### config.mk
export PLATFORM = sky130hd
export DESIGN_NAME = byte_stream_packer
export DESIGN_NICKNAME = d
export VERILOG_FILES = /design/src/rtl/gapl_stream_pkg.sv /design/src/rtl/stream_output_register.sv /design/src/rtl/byte_stream_packer.sv
export SDC_FILE = /design/constraint.sdc
export NUM_CORES = 1
export LEC_CHECK = 0
export ABC_CLOCK_PERIOD_IN_PS = 4600
export CORE_ASPECT_RATIO = 0.9
export CORE_MARGIN = 3
export CORE_UTILIZATION = 55
export DETAILED_ROUTE_END_ITERATION = 12
export PLACE_DENSITY = 0.84
export RECOVER_POWER = 100
export SYNTH_ARGS = -nofsm -noshare
export SYNTH_HDL_FRONTEND = slang
export SYNTH_SLANG_ARGS = --single-unit
### constraint.sdc
create_clock -name clk -period 4.6 [get_ports clk]
set_clock_uncertainty 0.15 [all_clocks]
set_input_delay 0.46 -clock clk [delete_from_list [all_inputs] [get_ports clk]]
set_output_delay 0.46 -clock clk [all_outputs]
set_load 0.1 [all_outputs]
### src/rtl/gapl_stream_pkg.sv
// Stream constants shared by the receive packer, the stateful processor and the transmit unpacker.
package gapl_stream_pkg;

    localparam int BYTE_WIDTH        = 8;
    localparam int FRAME_COUNT_WIDTH = 16;

    typedef enum logic [0:0] {
        PACK_IDLE = 1'b0,
        PACK_FILL = 1'b1
    } pack_state_t;

endpackage

### src/rtl/stream_output_register.sv
// One-entry valid/ready holding register with a load port.
// A load in the same cycle as a transfer replaces the departing entry.
module stream_output_register #(
    parameter int DATA_WIDTH = 8
) (
    input  logic                  clk,
    input  logic                  rst_n,
    input  logic                  load,
    input  logic [DATA_WIDTH-1:0] load_data,
    input  logic                  out_ready,
    output logic                  out_valid,
    output logic [DATA_WIDTH-1:0] out_data
);

    logic [DATA_WIDTH-1:0] data_r;
    logic                  valid_r;

    // Entry storage: load wins over drain, so a full register keeps streaming.
    always_ff @(posedge clk or negedge rst_n) begin
        if (!rst_n) begin
            data_r  <= {DATA_WIDTH{1'b0}};
            valid_r <= 1'b0;
        end else if (load) begin
            data_r  <= load_data;
            valid_r <= 1'b1;
        end else if (valid_r && out_ready) begin
            valid_r <= 1'b0;
        end else begin
            valid_r <= valid_r;
        end
    end

    assign out_valid = valid_r;
    assign out_data  = data_r;

endmodule

### src/rtl/byte_stream_packer.sv
// Packs a framed byte stream into REPLICATION_FACTOR-byte words, zero-padding
// the short last word of a frame and counting completed frames.
module byte_stream_packer
    import gapl_stream_pkg::*;
#(
    parameter  int REPLICATION_FACTOR = 3,
    localparam int COUNT_WIDTH        = $clog2(REPLICATION_FACTOR + 1)
) (
    input  logic                                 clk,
    input  logic                                 rst_n,
    input  logic                                 enable,
    input  logic [BYTE_WIDTH-1:0]                in_data,
    input  logic                                 in_valid,
    output logic                                 in_ready,
    input  logic                                 in_last,
    output logic [BYTE_WIDTH*REPLICATION_FACTOR-1:0] out_data,
    output logic                                 out_valid,
    input  logic                                 out_ready,
    output logic                                 out_last,
    output logic [COUNT_WIDTH-1:0]               out_count,
    output logic [FRAME_COUNT_WIDTH-1:0]         frames_done
);

    localparam int WORD_WIDTH = BYTE_WIDTH * REPLICATION_FACTOR;
    localparam int IDX_WIDTH  = (REPLICATION_FACTOR > 1) ? $clog2(REPLICATION_FACTOR) : 1;
    localparam int REG_WIDTH  = WORD_WIDTH + 1 + COUNT_WIDTH;

    pack_state_t                  state_r;
    logic [IDX_WIDTH-1:0]         idx_r;
    logic [WORD_WIDTH-1:0]        acc_r;
    logic [FRAME_COUNT_WIDTH-1:0] frames_done_r;

    logic                  accept_s;
    logic                  complete_s;
    logic                  load_s;
    logic [WORD_WIDTH-1:0] merged_s;
    logic [COUNT_WIDTH-1:0] count_s;
    logic [REG_WIDTH-1:0]  load_word_s;
    logic [REG_WIDTH-1:0]  held_word_s;

    // Reset is folded in so nothing is accepted while the block is held in reset.
    assign in_ready = rst_n & enable & (~out_valid | out_ready);

    // Merge the incoming byte into its lane; an idle packer starts from a clean word.
    always_comb begin
        accept_s   = in_valid & in_ready;
        complete_s = (idx_r == IDX_WIDTH'(REPLICATION_FACTOR - 1)) | in_last;
        load_s     = accept_s & complete_s;
        count_s    = COUNT_WIDTH'(idx_r) + COUNT_WIDTH'(1);
        merged_s   = acc_r;
        case (state_r)
            PACK_IDLE: begin
                merged_s                   = {WORD_WIDTH{1'b0}};
                merged_s[BYTE_WIDTH-1:0]   = in_data;
            end
            PACK_FILL: begin
                merged_s[int'(idx_r)*BYTE_WIDTH +: BYTE_WIDTH] = in_data;
            end
            default: begin
                merged_s = acc_r;
            end
        endcase
        load_word_s = {count_s, in_last, merged_s};
    end

    // Lane index, accumulator, fill state and frame counter.
    always_ff @(posedge clk or negedge rst_n) begin
        if (!rst_n) begin
            state_r       <= PACK_IDLE;
            idx_r         <= {IDX_WIDTH{1'b0}};
            acc_r         <= {WORD_WIDTH{1'b0}};
            frames_done_r <= {FRAME_COUNT_WIDTH{1'b0}};
        end else if (accept_s && complete_s) begin
            state_r <= PACK_IDLE;
            idx_r   <= {IDX_WIDTH{1'b0}};
            acc_r   <= {WORD_WIDTH{1'b0}};
            if (in_last) begin
                frames_done_r <= frames_done_r + FRAME_COUNT_WIDTH'(1);
            end else begin
                frames_done_r <= frames_done_r;
            end
        end else if (accept_s) begin
            state_r <= PACK_FILL;
            idx_r   <= idx_r + IDX_WIDTH'(1);
            acc_r   <= merged_s;
        end else begin
            state_r <= state_r;
            idx_r   <= idx_r;
            acc_r   <= acc_r;
        end
    end

    stream_output_register #(
        .DATA_WIDTH(REG_WIDTH)
    ) u_out_reg (
        .clk       (clk),
        .rst_n     (rst_n),
        .load      (load_s),
        .load_data (load_word_s),
        .out_ready (out_ready),
        .out_valid (out_valid),
        .out_data  (held_word_s)
    );

    assign out_data    = held_word_s[WORD_WIDTH-1:0];
    assign out_last    = held_word_s[WORD_WIDTH];
    assign out_count   = held_word_s[REG_WIDTH-1 -: COUNT_WIDTH];
    assign frames_done = frames_done_r;

endmodule

==> flow_summary.toml <==
[sta]
finalSetupTns_ns = 0
holdWs_ns = 0.325
period_share_pct = 75.7
grt_setup_unrepaired = "false"
finalCriticalPeriod_ns = 3.48
finalSetupViolations = 0
hold_viol_final = 0
worst_slew_pin_slew_ns = 1.70
fmax_mhz = 287
finalMaxSlewViolations = 72
max_slew_margin_pct = -13.1

[route]
wl_per_cell_um = 18.3
drt_iter0_markers = 119
wl_um = 7080
num_vias = 2336
final_antenna_net_count = 0
vias_per_cell = 6.05
drc = 0
firstDrtPassIters = 4

[worst_setup_path]
cp-start-kind = "flop"
critPathTopFamily = "buffers and inverters"
worstSetupEndpointType = "flop"
worst_r2r_path_depth = 7
slowest_stage = "clkbuf_1"
crit_buf_inv = 2
cpPeakStageDelay_ns = 0.98
worstPathMaxFanout = 31
path_depth = 7
crit_type = "flop to flop"
arrival_ns = 3.57
rr_startpoint = "idx_r[0]"
critPathLaunch = "idx_r[0]"
required_ns = 4.69
crit_path_cell_trace = "inv_1 -> ha_1 -> or2_2 -> nand4_1 -> clkbuf_1 -> nor2_1 -> a22o_1"

[global_routing]
grt_max_degree = 72
grt_first_pass_wirelength_um = 12000
use_met1_pct = 33.2
grtUsageMet3_pct = 5.91
grt_usage_pct = 23.7
grt_overflow = 0
grt_pass1_vias = 2428
antenna_found_initial = 0
grt_busiest_layer = "met2"
globalRouteMet2Util_pct = 34.5

[hold_path]
hp-start = "frames_done[15]"
hold_depth = 1
holdCritPathClass = "flop to flop"

[floorplanning]
pin_count = 59
die_h_um = 76.8
die_area_um2 = 6500
die_w_um = 84.7
num_rows = 25
start_util_pct = 57.6
core_area_um2 = 5320

[cells_and_area]
fin_cells = 386
area_delta_synth_final_pct = 27.8
nets = 333
antennaDiodeCount = 0
drive_gt1_share_pct = 7.21
post-route-util_pct = 73.7
final.fill_count = 377

[yosys]
synth_area_leaders = "dfrtp_1, a22o_1, nor2_1"
synth_compound_area_share_pct = 19.8
synth_top_area_share_pct = 58.0
ys_types = 35
synth_mux_area_share_pct = 0.367
ys_warn_count = 0
synth_most_common_cell = "dfrtp_1"
yosysTopAreaCell = "dfrtp_1"
synth_seq_cells = 71
synthArstFlopShare_pct = 100
seq_area_frac_synth_pct = 58.0
synthAdderAreaFrac_pct = 2.04
syn_nets = 273
synth_top_family_by_area = "compound AO/OA/AOI/OAI gates"
yosys-top-cells-count = "dfrtp_1, a22o_1, nor2_1"
synth_area_um2 = 3060
syn_inst = 254
synth_edf_count = 0
yosys.area_share.simple_pct = 12.2
ys.flop_type = "dfrtp_1"
synth_xor_xnor_area_share_pct = 4.29
avgSynthCellArea_um2 = 12.1

[placement]
placed_cells = 370
dp_hpwl_um = 4740
finalWeightedCongestion = 0.786
io_buffer_count = 58

[pwr]
internal-power_mw = 1.23
p_comb_share_pct = 33.5
ir_drop_mv = 0.540
p_clk_share_pct = 30.1
power_switching_share_pct = 40.5
finalPower_mw = 2.07
p_switching_mw = 0.838
leakagePower_nw = 1.88
p_seq_share_pct = 36.4
powerDensity_nw_per_um2 = 528

[clock_tree]
postCtsSetupBuffers = 0
cts_root_buffer = "clkbuf_8"
clk_latency_ns = 0.35
clockBufferDepth = 2
cts_max_level = 3
cts_tree = "built"
cts.sinks = 71
clkTransAtPathRegs_ns = 0.07
ctsResizeCount = 0
cts_buffers = 9
cts_hold_buffers = 0

[job]
cap_violations = 1

[run_status]
violations = "capacitance limit, slew limit"
status = "complete, but fails checks"
-- per-stage QoR --
step	instance area (µm²)	setup slack, ns
floorplan	3060	2.10
global placement	3680	1.56
detailed placement	3680	1.54
CTS	3940	1.54
global route	3920	0.898
finish	3920	1.12
-- power by group through the flow --
stage | logic, mW | registers [mW] | clock network [mW]
floorplan | 0.160 | 1.14 | 0
global placement | 0.704 | 0.763 | 0
detailed placement | 0.715 | 0.764 | 0
CTS | 0.718 | 0.754 | 0.631
global route | 0.727 | 0.762 | 0.666
finish | 0.693 | 0.752 | 0.623
-- routing by layer --
layer / vias up / part of all wire [%] / routed length, µm
li1: 1071 / - / -
met1: 1165 / 44 / 3140
met2: 79 / 46 / 3280
met3: 21 / 6.4 / 451
met4: 0 / 3.0 / 209
met5: - / 0 / 0
-- layout make-up --
type | count | area, µm² | area share [%]
clock inverter | 5 | 104 | 2.65
sequential | 71 | 1780 | 45.4
multi-input combinational | 162 | 1180 | 30.2
timing repair buffer | 61 | 587 | 15.0
clock buffer | 11 | 151 | 3.86
inverter | 9 | 33.8 | 0.862
tap | 67 | 83.8 | 2.14
-- cells in the final DEF (no fill, tap or decap), types with 5 or more instances in the layout --
master,netlist,routed
a221oi_1,8,8
xor2_1,8,8
ha_1,5,5
o21ai_0,5,5
inv_1,6,7
clkdlybuf4s50_1,0,10
xnor2_1,7,7
dlygate4sd3_1,0,47
clkbuf_8,0,11
nand3_1,7,7
nor2_1,22,22
dfrtp_1,71,71
a22o_1,53,53
nor3_1,6,6
nand2_1,14,14
-- cell families (layout without fill, tap and decap cells) --
kind of cell	Yosys count	in the layout
compound gates	72	72
flops	71	71
simple gates	69	69
buf+inv	21	86
xor+xnor	15	15
fa+ha+maj	5	5
mux	1	1
-- registers in the layout, indices dropped and copies added, names as in the netlist --
register and count:
u_out_reg.out_data 27, acc_r 24, frames_done 16, idx_r 2, state_r 1, u_out_reg.out_valid 1
-- worst paths after layout --
check	end	slack, ns
worst min register to register	frames_done[15]	0.32
worst min-delay path	frames_done[15]	0.32
min in group asynchronous	frames_done[15]	0.58
max in group asynchronous	acc_r[9]	2.70
worst max register to register	u_out_reg.out_data[23]	1.12
worst max-delay path	u_out_reg.out_data[23]	1.12
No activity file was read; power rests on OpenSTA's default activity.
